===== config.mk =====
export PLATFORM = sky130hd
export DESIGN_NAME = id_stage_flat
export DESIGN_NICKNAME = d
export VERILOG_FILES = /design/src/rtl/id_stage_pkg.sv /design/src/rtl/id_stage_if.sv /design/src/rtl/id_stage_register_file.sv /design/src/rtl/id_stage.sv /design/src/flat_wrapper.sv
export SDC_FILE = /design/constraint.sdc
export NUM_CORES = 2
export LEC_CHECK = 0
export ABC_AREA = 1
export CORE_MARGIN = 8
export CORE_UTILIZATION = 40
export CTS_BUF_LIST = sky130_fd_sc_hd__clkbuf_4 sky130_fd_sc_hd__clkbuf_8
export DETAILED_ROUTE_END_ITERATION = 10
export DONT_BUFFER_PORTS = 1
export GPL_ROUTABILITY_DRIVEN = 0
export PLACE_DENSITY = 0.62
export SYNTH_ARGS = -nofsm -noshare
export SYNTH_HDL_FRONTEND = slang
export SYNTH_SLANG_ARGS = --single-unit

===== constraint.sdc =====
create_clock -name clk -period 1.5 [get_ports clk]
set_input_delay 0.075 -clock clk [delete_from_list [all_inputs] [get_ports clk]]
set_output_delay 0.075 -clock clk [all_outputs]
set_load 0.1 [all_outputs]

===== src/rtl/id_stage_pkg.sv =====
// Shared decode constants for the ARM-subset pipeline: instruction modes, data-processing
// opcodes, ALU command encodings, condition codes and status-flag bit positions.
package id_stage_pkg;

  localparam logic [1:0] MODE_DP  = 2'b00;
  localparam logic [1:0] MODE_MEM = 2'b01;
  localparam logic [1:0] MODE_BR  = 2'b10;

  localparam logic [3:0] OP_AND = 4'b0000;
  localparam logic [3:0] OP_EOR = 4'b0001;
  localparam logic [3:0] OP_SUB = 4'b0010;
  localparam logic [3:0] OP_ADD = 4'b0100;
  localparam logic [3:0] OP_ADC = 4'b0101;
  localparam logic [3:0] OP_SBC = 4'b0110;
  localparam logic [3:0] OP_TST = 4'b1000;
  localparam logic [3:0] OP_CMP = 4'b1010;
  localparam logic [3:0] OP_ORR = 4'b1100;
  localparam logic [3:0] OP_MOV = 4'b1101;
  localparam logic [3:0] OP_MVN = 4'b1111;

  localparam logic [3:0] EXE_NOP = 4'b0000;
  localparam logic [3:0] EXE_MOV = 4'b0001;
  localparam logic [3:0] EXE_ADD = 4'b0010;
  localparam logic [3:0] EXE_ADC = 4'b0011;
  localparam logic [3:0] EXE_SUB = 4'b0100;
  localparam logic [3:0] EXE_SBC = 4'b0101;
  localparam logic [3:0] EXE_AND = 4'b0110;
  localparam logic [3:0] EXE_ORR = 4'b0111;
  localparam logic [3:0] EXE_EOR = 4'b1000;
  localparam logic [3:0] EXE_MVN = 4'b1001;

  localparam logic [3:0] COND_EQ = 4'b0000;
  localparam logic [3:0] COND_NE = 4'b0001;
  localparam logic [3:0] COND_CS = 4'b0010;
  localparam logic [3:0] COND_CC = 4'b0011;
  localparam logic [3:0] COND_MI = 4'b0100;
  localparam logic [3:0] COND_PL = 4'b0101;
  localparam logic [3:0] COND_VS = 4'b0110;
  localparam logic [3:0] COND_VC = 4'b0111;
  localparam logic [3:0] COND_HI = 4'b1000;
  localparam logic [3:0] COND_LS = 4'b1001;
  localparam logic [3:0] COND_GE = 4'b1010;
  localparam logic [3:0] COND_LT = 4'b1011;
  localparam logic [3:0] COND_GT = 4'b1100;
  localparam logic [3:0] COND_LE = 4'b1101;
  localparam logic [3:0] COND_AL = 4'b1110;

  localparam int ST_N = 3;
  localparam int ST_Z = 2;
  localparam int ST_C = 1;
  localparam int ST_V = 0;

  typedef struct packed {
    logic       wb_en;
    logic       mem_r_en;
    logic       mem_w_en;
    logic       b;
    logic       s;
    logic [3:0] exe_cmd;
  } ctrl_t;

  function automatic logic cond_pass(input logic [3:0] cond, input logic [3:0] status);
    logic n, z, c, v;
    n = status[ST_N];
    z = status[ST_Z];
    c = status[ST_C];
    v = status[ST_V];
    case (cond)
      COND_EQ: cond_pass = z;
      COND_NE: cond_pass = ~z;
      COND_CS: cond_pass = c;
      COND_CC: cond_pass = ~c;
      COND_MI: cond_pass = n;
      COND_PL: cond_pass = ~n;
      COND_VS: cond_pass = v;
      COND_VC: cond_pass = ~v;
      COND_HI: cond_pass = c & ~z;
      COND_LS: cond_pass = ~c | z;
      COND_GE: cond_pass = (n == v);
      COND_LT: cond_pass = (n != v);
      COND_GT: cond_pass = ~z & (n == v);
      COND_LE: cond_pass = z | (n != v);
      COND_AL: cond_pass = 1'b1;
      default: cond_pass = 1'b0;
    endcase
  endfunction

endpackage


===== src/rtl/id_stage_if.sv =====
// ID/EX bundle: everything the decode stage hands to execute, driven from its pipeline register.
interface id_stage_if #(
  parameter int DATA_W = 32
);
  logic [DATA_W-1:0] pc_out;
  logic              wb_en;
  logic              mem_r_en;
  logic              mem_w_en;
  logic              b;
  logic              s;
  logic [3:0]        exe_cmd;
  logic [DATA_W-1:0] val_rn;
  logic [DATA_W-1:0] val_rm;
  logic              imm;
  logic [11:0]       shift_operand;
  logic [23:0]       signed_imm_24;
  logic [3:0]        dest;

  modport master (
    output pc_out, wb_en, mem_r_en, mem_w_en, b, s, exe_cmd,
           val_rn, val_rm, imm, shift_operand, signed_imm_24, dest
  );

  modport slave (
    input pc_out, wb_en, mem_r_en, mem_w_en, b, s, exe_cmd,
          val_rn, val_rm, imm, shift_operand, signed_imm_24, dest
  );
endinterface


===== src/rtl/id_stage_register_file.sv =====
// Architectural register file R0..R(NREGS-1): two combinational read ports with same-cycle
// writeback bypass, one synchronous write port. Index NREGS and above reads as zero.
module id_stage_register_file #(
  parameter int DATA_W = 32,
  parameter int NREGS  = 15
) (
  input  logic              clk,
  input  logic              rst,
  input  logic [3:0]        rd_idx1,
  input  logic [3:0]        rd_idx2,
  output logic [DATA_W-1:0] rd_val1,
  output logic [DATA_W-1:0] rd_val2,
  input  logic              wr_en,
  input  logic [3:0]        wr_idx,
  input  logic [DATA_W-1:0] wr_val
);

  logic [DATA_W-1:0] regs_q [NREGS];
  logic [DATA_W-1:0] regs_d [NREGS];

  // A read of the register being written this cycle sees the new value, not the stale one.
  function automatic logic [DATA_W-1:0] read_port(input logic [3:0] idx);
    if (int'(idx) >= NREGS)
      read_port = '0;
    else if (wr_en && (wr_idx == idx))
      read_port = wr_val;
    else
      read_port = regs_q[idx];
  endfunction

  always_comb begin
    rd_val1 = read_port(rd_idx1);
    rd_val2 = read_port(rd_idx2);
  end

  always_comb begin
    regs_d = regs_q;
    if (wr_en && (int'(wr_idx) < NREGS))
      regs_d[wr_idx] = wr_val;
  end

  always_ff @(posedge clk) begin
    if (rst) begin
      for (int i = 0; i < NREGS; i++)
        regs_q[i] <= '0;
    end else begin
      regs_q <= regs_d;
    end
  end

endmodule


===== src/rtl/id_stage.sv =====
// Instruction-decode stage: decodes the IF/ID instruction, evaluates its condition against the
// status flags, reads operands, and captures everything in the ID/EX register.
module id_stage
  import id_stage_pkg::*;
#(
  parameter int DATA_W = 32,
  parameter int NREGS  = 15
) (
  input  logic              clk,
  input  logic              rst,
  input  logic [DATA_W-1:0] pc_in,
  input  logic [31:0]       instruction_in,
  input  logic [3:0]        status_in,
  input  logic              hazard,
  input  logic              flush,
  input  logic              wb_en_in,
  input  logic [3:0]        wb_dest_in,
  input  logic [DATA_W-1:0] wb_value_in,
  output logic [3:0]        src1,
  output logic [3:0]        src2,
  output logic              two_src,
  id_stage_if.master        ex
);

  logic [3:0]  cond;
  logic [1:0]  mode;
  logic [3:0]  opcode;
  logic        s_bit;
  logic        imm_bit;
  logic [3:0]  rn_idx;
  logic [3:0]  rd_idx;
  logic [3:0]  rm_idx;

  ctrl_t       ctrl_dec;
  ctrl_t       ctrl_cond;
  logic        cond_ok;
  logic        is_store;

  logic [DATA_W-1:0] rf_val1;
  logic [DATA_W-1:0] rf_val2;

  ctrl_t             ctrl_d,   ctrl_q;
  logic [DATA_W-1:0] pc_d,     pc_q;
  logic [DATA_W-1:0] val_rn_d, val_rn_q;
  logic [DATA_W-1:0] val_rm_d, val_rm_q;
  logic              imm_d,    imm_q;
  logic [11:0]       shift_d,  shift_q;
  logic [23:0]       simm_d,   simm_q;
  logic [3:0]        dest_d,   dest_q;

  always_comb begin
    cond    = instruction_in[31:28];
    mode    = instruction_in[27:26];
    imm_bit = instruction_in[25];
    opcode  = instruction_in[24:21];
    s_bit   = instruction_in[20];
    rn_idx  = instruction_in[19:16];
    rd_idx  = instruction_in[15:12];
    rm_idx  = instruction_in[3:0];
  end

  always_comb begin
    ctrl_dec = '0;
    case (mode)
      MODE_DP: begin
        ctrl_dec.wb_en = 1'b1;
        ctrl_dec.s     = s_bit;
        case (opcode)
          OP_MOV: ctrl_dec.exe_cmd = EXE_MOV;
          OP_MVN: ctrl_dec.exe_cmd = EXE_MVN;
          OP_ADD: ctrl_dec.exe_cmd = EXE_ADD;
          OP_ADC: ctrl_dec.exe_cmd = EXE_ADC;
          OP_SUB: ctrl_dec.exe_cmd = EXE_SUB;
          OP_SBC: ctrl_dec.exe_cmd = EXE_SBC;
          OP_AND: ctrl_dec.exe_cmd = EXE_AND;
          OP_ORR: ctrl_dec.exe_cmd = EXE_ORR;
          OP_EOR: ctrl_dec.exe_cmd = EXE_EOR;
          OP_CMP: begin
            ctrl_dec.exe_cmd = EXE_SUB;
            ctrl_dec.wb_en   = 1'b0;
          end
          OP_TST: begin
            ctrl_dec.exe_cmd = EXE_AND;
            ctrl_dec.wb_en   = 1'b0;
          end
          default: ctrl_dec = '0;
        endcase
      end
      MODE_MEM: begin
        ctrl_dec.exe_cmd  = EXE_ADD;
        ctrl_dec.mem_r_en = s_bit;
        ctrl_dec.wb_en    = s_bit;
        ctrl_dec.mem_w_en = ~s_bit;
      end
      MODE_BR: ctrl_dec.b = 1'b1;
      default: ctrl_dec = '0;
    endcase
  end

  // A failed condition kills side effects but keeps the ALU command and data fields.
  always_comb begin
    cond_ok   = cond_pass(cond, status_in);
    ctrl_cond = ctrl_dec;
    if (!cond_ok) begin
      ctrl_cond.wb_en    = 1'b0;
      ctrl_cond.mem_r_en = 1'b0;
      ctrl_cond.mem_w_en = 1'b0;
      ctrl_cond.b        = 1'b0;
      ctrl_cond.s        = 1'b0;
    end
  end

  // STR needs Rd as its store data, so the second read port follows src2.
  always_comb begin
    is_store = ctrl_dec.mem_w_en;
    src1     = rn_idx;
    src2     = is_store ? rd_idx : rm_idx;
    two_src  = ~imm_bit | is_store;
  end

  id_stage_register_file #(
    .DATA_W (DATA_W),
    .NREGS  (NREGS)
  ) u_register_file (
    .clk     (clk),
    .rst     (rst),
    .rd_idx1 (src1),
    .rd_idx2 (src2),
    .rd_val1 (rf_val1),
    .rd_val2 (rf_val2),
    .wr_en   (wb_en_in),
    .wr_idx  (wb_dest_in),
    .wr_val  (wb_value_in)
  );

  always_comb begin
    ctrl_d   = ctrl_cond;
    pc_d     = pc_in;
    val_rn_d = rf_val1;
    val_rm_d = rf_val2;
    imm_d    = imm_bit;
    shift_d  = instruction_in[11:0];
    simm_d   = instruction_in[23:0];
    dest_d   = rd_idx;
    if (hazard || flush) begin
      ctrl_d   = '0;
      pc_d     = '0;
      val_rn_d = '0;
      val_rm_d = '0;
      imm_d    = 1'b0;
      shift_d  = '0;
      simm_d   = '0;
      dest_d   = '0;
    end
  end

  // ID/EX pipeline register boundary.
  always_ff @(posedge clk) begin
    if (rst) begin
      ctrl_q   <= '0;
      pc_q     <= '0;
      val_rn_q <= '0;
      val_rm_q <= '0;
      imm_q    <= 1'b0;
      shift_q  <= '0;
      simm_q   <= '0;
      dest_q   <= '0;
    end else begin
      ctrl_q   <= ctrl_d;
      pc_q     <= pc_d;
      val_rn_q <= val_rn_d;
      val_rm_q <= val_rm_d;
      imm_q    <= imm_d;
      shift_q  <= shift_d;
      simm_q   <= simm_d;
      dest_q   <= dest_d;
    end
  end

  always_comb begin
    ex.pc_out        = pc_q;
    ex.wb_en         = ctrl_q.wb_en;
    ex.mem_r_en      = ctrl_q.mem_r_en;
    ex.mem_w_en      = ctrl_q.mem_w_en;
    ex.b             = ctrl_q.b;
    ex.s             = ctrl_q.s;
    ex.exe_cmd       = ctrl_q.exe_cmd;
    ex.val_rn        = val_rn_q;
    ex.val_rm        = val_rm_q;
    ex.imm           = imm_q;
    ex.shift_operand = shift_q;
    ex.signed_imm_24 = simm_q;
    ex.dest          = dest_q;
  end

endmodule


===== src/flat_wrapper.sv =====
// flat-port wrapper written by rule: the top's interface ports become plain ports
module id_stage_flat import id_stage_pkg::*;
#(
  parameter int DATA_W = 32,
  parameter int NREGS  = 15
)
  (clk, rst, pc_in, instruction_in, status_in, hazard, flush, wb_en_in, wb_dest_in, wb_value_in, src1, src2, two_src, ex_pc_out, ex_wb_en, ex_mem_r_en, ex_mem_w_en, ex_b, ex_s, ex_exe_cmd, ex_val_rn, ex_val_rm, ex_imm, ex_shift_operand, ex_signed_imm_24, ex_dest);
  id_stage_if #(.DATA_W(DATA_W)) ex_i ();
  input  logic clk;
  input  logic rst;
  input  logic [DATA_W-1:0] pc_in;
  input  logic [31:0] instruction_in;
  input  logic [3:0] status_in;
  input  logic hazard;
  input  logic flush;
  input  logic wb_en_in;
  input  logic [3:0] wb_dest_in;
  input  logic [DATA_W-1:0] wb_value_in;
  output logic [3:0] src1;
  output logic [3:0] src2;
  output logic two_src;
  output wire logic [$bits(ex_i.pc_out)-1:0] ex_pc_out;
  output wire logic [$bits(ex_i.wb_en)-1:0] ex_wb_en;
  output wire logic [$bits(ex_i.mem_r_en)-1:0] ex_mem_r_en;
  output wire logic [$bits(ex_i.mem_w_en)-1:0] ex_mem_w_en;
  output wire logic [$bits(ex_i.b)-1:0] ex_b;
  output wire logic [$bits(ex_i.s)-1:0] ex_s;
  output wire logic [$bits(ex_i.exe_cmd)-1:0] ex_exe_cmd;
  output wire logic [$bits(ex_i.val_rn)-1:0] ex_val_rn;
  output wire logic [$bits(ex_i.val_rm)-1:0] ex_val_rm;
  output wire logic [$bits(ex_i.imm)-1:0] ex_imm;
  output wire logic [$bits(ex_i.shift_operand)-1:0] ex_shift_operand;
  output wire logic [$bits(ex_i.signed_imm_24)-1:0] ex_signed_imm_24;
  output wire logic [$bits(ex_i.dest)-1:0] ex_dest;
  assign ex_pc_out = ex_i.pc_out;
  assign ex_wb_en = ex_i.wb_en;
  assign ex_mem_r_en = ex_i.mem_r_en;
  assign ex_mem_w_en = ex_i.mem_w_en;
  assign ex_b = ex_i.b;
  assign ex_s = ex_i.s;
  assign ex_exe_cmd = ex_i.exe_cmd;
  assign ex_val_rn = ex_i.val_rn;
  assign ex_val_rm = ex_i.val_rm;
  assign ex_imm = ex_i.imm;
  assign ex_shift_operand = ex_i.shift_operand;
  assign ex_signed_imm_24 = ex_i.signed_imm_24;
  assign ex_dest = ex_i.dest;
  id_stage #(.DATA_W(DATA_W), .NREGS(NREGS)) u_core (.clk(clk), .rst(rst), .pc_in(pc_in), .instruction_in(instruction_in), .status_in(status_in), .hazard(hazard), .flush(flush), .wb_en_in(wb_en_in), .wb_dest_in(wb_dest_in), .wb_value_in(wb_value_in), .src1(src1), .src2(src2), .two_src(two_src), .ex(ex_i));
endmodule

# == After elaboration in Yosys (flattened, before gate mapping) ==
# Index checks and enable logic that the tools add are counted.
# op_classes
order_cmp,7
n_eq_ne,30
mux,18
bitwise_logic,17
n_reduce_logical,17
# ops
op,n
$bwmux 480,1
$bmux 32 s4,2
$mux 32,7
$demux 32 s4,1
$eq 4x4->1 const B,12
$pmux 4 s9,1
$eq 4x3->1 const B,7
$ge 5x5->1 const B,3
$not 4->5,3
$pmux 1 s15,1
$eq 4x2->1 const B,3
$reduce_or 11->1,1
$not 1->1,9
$reduce_or 3->1,3
$reduce_or 9->1,1
$eq 4x1->1 const B,2
$eq 4x4->1,2
$ge 4x4->1 const B,2
$logic_not 4->1,2
$pmux 4 s2,1
$pmux 3 s2,1
$reduce_or 2->1,3
$lt 5x1->1 const B,1
$reduce_or 5->1,1
other kinds (13),19
# totals
regBits,626
in_bits,109
output_inout_bits,155
wordCells,117

# == Depth between registers and ports, before layout ==
# depth
word_depth,10
depth_mapped,13
depth_no_buf,12

# == By module ==
# From an unflattened synthesis, not the netlist that was laid out.
# unflattened
cells_unflattened,5105
area_unflattened_um2,32239.7
# by_module_without_submodules
mod,n_inst,cells_each,area_each_um2
id_stage_register_file,1,4601,28083.2
id_stage,1,504,4156.5

# == Least setup slack after synthesis ==
# OpenSTA, ideal clock, no wires.
# synth_path
path_kind,input to register
startpoint,input instruction_in[26]
endpoint,"register u_core.val_rm_q[23], in the netlist u_core.ex.val_rm[23]"
setup_time_ns,0.117
arrival_time_ns,2.053
required_time_ns,1.383
slack_ns,-0.670
cell_stages,11
n_path_buf,2
path_cell_list,buf_4 nand2_2 nor2_4 nand2_1 nand2_2 buf_1 nand3_1 nand2_1 nor2_1 nor2_1 nor2_1
# synth_via
elab_chain_cells,8
elab_cells_between_ends,13
classes_between,order compare: 1; eq/ne: 2; mux: 6; bitwise: 1; reduce/logical: 3
# synth_rtl
item,line_no,rtl
start: declaration,flat_wrapper.sv:12,input logic [31:0] instruction_in;
$eq 2x1->1 / $logic_not 2->1 (equally long branches),id_stage.sv:64,case (mode)
$pmux 3 s2 *,id_stage.sv:64,
$mux 4 *,id_stage.sv:117,src2 = is_store ? rd_idx : rm_idx;
via src2[2],flat_wrapper.sv:20,output logic [3:0] src2;
$not 4->5 (implied by the code),id_stage_register_file.sv:28,read_port = regs_q[idx];
$bmux 32 s4,id_stage_register_file.sv:28,
$mux 32 (implied by the code) (2 in series),id_stage_register_file.sv:28,
$mux 32,id_stage_register_file.sv:25,else if (wr_en && (wr_idx == idx))
end signal: assignment,id_stage.sv:172,val_rm_q <= val_rm_d;
end: declaration,id_stage.sv:45,"logic [DATA_W-1:0] val_rm_d, val_rm_q;"
# The timed path passes the listed nets; every way through them passes the cells marked *. The select of a mux whose other input is x is not followed.
# A chain may end at the register's enable or synchronous reset.

# == Worst setup path in the final report ==
# layout_path
startpoint,input wb_value_in[5]
endpoint,register u_core.u_register_file.regs_q[69] (netlist bit)
# layout_via
elab_chain_cells,1
# layout_rtl
item,line_no,rtl
start: declaration,flat_wrapper.sv:18,input logic [DATA_W-1:0] wb_value_in;
$bwmux 480,id_stage_register_file.sv:39,regs_d[wr_idx] = wr_val;
end signal: assignment,id_stage_register_file.sv:47,regs_q <= regs_d;
end: declaration,id_stage_register_file.sv:18,logic [DATA_W-1:0] regs_q [NREGS];
# No other way between the ends.

==> results.cfg <==
[run_status]
outcome = finished with violations
violations = hold timing, setup timing

[setup_path]
worst-setup-path-type = input pin to flop
ff2ff_path_depth = 9
r2r-start = u_core.u_register_file.regs_q[298]$_SDFFE_PP0P_
r2r_setup_slack_ns = 0.06
crit_arrival_ns = 2.19
crit_path_start_kind = input pin
path_max_fanout = 17
r2r-end = u_core.ex.val_rn[10]$_SDFF_PP0_
required_ns = 2.18
critPathCaptureType = flop

[sta]
slew_headroom_pct = 23.2
layout_setup_ws_ns = -0.00756
hold_viol_final = 5
setup_violations = 2
fmax_mhz = 663
finalCritPeriodShare_pct = 101
maxSlewViolCount = 0
holdWs_ns = -0.0436
post-route-min-period_ns = 1.51
tns_ns = -0.0125
tightest_slew_ns = 1.15
skew_ns = 0.0444

[synthesis]
yosysTopAreaCell = dfxtp_1
ys_top_cells_by_area = dfxtp_1, o21ai_0, a21oi_1
synth_seq_area_share_pct = 40.8
syn_inst = 4470
synth_area_sq_mm = 0.0299
synth_top_area_share_pct = 40.8
async_flop_share_pct = 0
synth_area_per_cell_sq_um = 6.69
ys_types = 37
yosysWarnings = 0
synth-seq-cells = 610
yosys_most_used_dff = dfxtp_1
syn-num-nets = 4579
synth-edff-count = 0

[layout]
multi_input_comb_area_sq_mm = 0.0148
area_delta_synth_final_pct = 36.6
fillerInstances = 6905
layout_commonest_cell = nand2_1
drive_gt1_share_pct = 13.9
final-seq-area_sq_mm = 0.0122
fin_util_pct = 55.0
layout_common_cells = nand2_1, o21ai_0, a21oi_1, dfxtp_1, nand3_1
final_design_area_no_fill_sq_mm = 0.0409
fin_cells = 6035
fin_nets = 5077

[global_routing]
grt_overflow_total = 0
grtUsageTotal_pct = 32.0
antenna_found_initial = 11
grt_pass1_vias = 33808
grt_max_degree = 127
grt_first_pass_wirelength_um = 208000

[detailed_routing]
wirelength_um = 142000
antenna_left = 0
met2_length_um = 59800
drtIter0Drc = 4982
routedWlPerCell_um = 23.5
dr.pass1.iters = 11
top_layer = met5
viasPerCell = 5.96
wl_met3_um = 19200
m1WireLength_um = 53700
vias = 35979
drc_errors = 0

[die]
die_h_um = 290
start_util_pct = 40.3
core_sq_mm = 0.0743
rows = 100
top_level_ports = 264
design.die.area_sq_mm = 0.0838
chipWidth_um = 290

[pwr]
pwr-share-seq_pct = 40.5
comb_power_share_pct = 17.2
switchingPower_mw = 12.6
ir_drop_mv = 0.597
power_frac_clock_pct = 42.3
internal_power_mw = 28.9
p_sw_share_pct = 30.3
powerDensity_mw_per_mm2 = 1020
p_leak_nw = 17.2
report.power.total_mw = 41.5

[cts]
clk_latency_ns = 0.76
htree_num_levels = 3
cts.path.max_buffers = 3
cts_buffers = 108
cts_root_buf = clkbuf_8
cts_num_sinks = 610
cts_tree = done
clkTransAtPathRegs_ns = 0.07

[min_path]
min_path_type = input pin to flop
holdPathStages = 4
hp-start = rst
whs_endpoint = u_core.u_register_file.regs_q[48]$_SDFFE_PP0P_

[job]
drv_cap = 0

[placed_design]
portBuffers = 0
placedCellCount = 5416
hpwl_um = 78000
dp_slack_ns = -0.309
dpl-instance-area_sq_mm = 0.0338
kinds of logic (layout without fill, tap and decap cells):
logic type                Yosys count  count (layout)  synth area share, %
AOI/OAI and AO/OA                1357            1357                 23.8
xor gates and xnor gates            2               2               0.0585
and+or+nand+nor                  1732            1732                 24.9
DFF                               610             610                 40.8
buffers and inverters             769            1358                 10.4
other                               0               7                    0
layer usage:
metal | vias to the layer above | track usage (%)
li1 | 15987 | -
met1 | 16670 | 40.8
met2 | 2718 | 48.9
met3 | 600 | 8.76
met4 | 4 | 17.8
met5 | - | 0
worst max-delay path by stage:
| stage | endpoint | slack (ns) | cells after the start | from |
|---|---|---|---|---|
| detailed placement | u_core.ex.val_rm[1]$_SDFF_PP0_ | -0.31 | 12 | instruction_in[27] |
| global placement | u_core.ex.val_rm[1]$_SDFF_PP0_ | -0.26 | 12 | instruction_in[27] |
| global route | u_core.ex.s$_SDFF_PP0_ | -0.009 | 8 | flush |
| CTS | ex_val_rm[29] | 0.001 | 1 | u_core.ex.val_rm[29]$_SDFF_PP0_ |
| finish | u_core.u_register_file.regs_q[69]$_SDFFE_PP0P_ | -0.008 | 4 | wb_value_in[5] |
| floorplan | u_core.ex.val_rm[23]$_SDFF_PP0_ | 0.01 | 11 | instruction_in[26] |
cell usage after synthesis, types with 4 or more instances:
library cell / instances
buf_2: 81
a22oi_1: 38
o211ai_1: 27
a21oi_1: 585
o2111ai_1: 30
buf_1: 27
inv_1: 332
buf_4: 35
o22ai_1: 4
dfxtp_1: 610
inv_2: 14
nand3_1: 571
nand3b_1: 25
o21ai_1: 10
o221ai_1: 5
o21ai_0: 643
nor2_1: 425
a31oi_1: 9
nand2_2: 6
clkbuf_1: 275
nand4_1: 17
nand2_1: 677
cell type report:
cell class	count	share of cell area (%)
Clock inverter	35	0.918
Timing Repair Buffer	809	21.6
Tap cell	969	2.97
Clock buffer	166	5.07
Multi-Input combinational cell	3091	36.2
Sequential cell	610	30.0
Antenna cell	7	0.0428
Inverter	348	3.24
critical path, cell delays in order:
cell and delay, ns:
dlygate4sd3_1 1.14, o21ai_0 0.23, dlygate4sd3_1 0.62, a21oi_1 0.12
registers in the layout, summed over array words and instances (netlist names):
| signal | count |
|---|---|
| u_core.ex.pc_out | 32 |
| u_core.ex.dest | 3 |
| u_core.u_register_file.regs_q | 480 |
| u_core.ex.val_rn | 32 |
| u_core.ex.exe_cmd | 4 |
| u_core.ex.s | 1 |
| u_core.ex.mem_r_en | 1 |
| u_core.ex.mem_w_en | 1 |
| u_core.ex.val_rm | 32 |
| u_core.ex.b | 1 |
| u_core.ex.wb_en | 1 |
| u_core.ex.imm | 1 |
| u_core.ex.signed_imm_24 | 21 |
power groups by stage:
stage	sequential, mW	combinational (mW)	clock (mW)
6_report	16.8	7.13	17.6
5_1_grt	16.8	7.47	18.4
4_1_cts	16.8	6.82	17.6
3_5_place_dp	17.1	5.72	0
3_3_place_gp	17.1	5.69	0
2_1_floorplan	17.7	3.11	0
repair_timing:
action / 4_1_cts / 5_1_grt
resized for setup: 53 / 38
hold buffers: 410 / 8
endpoints found under the hold margin: 610 / 106
pin swaps: 0 / 2
buffers inserted: 0 / 5
gates cloned: 0 / 4
endpoints found under the setup margin: 25 / 154
Note: power is estimated with default switching activity, not from simulation.
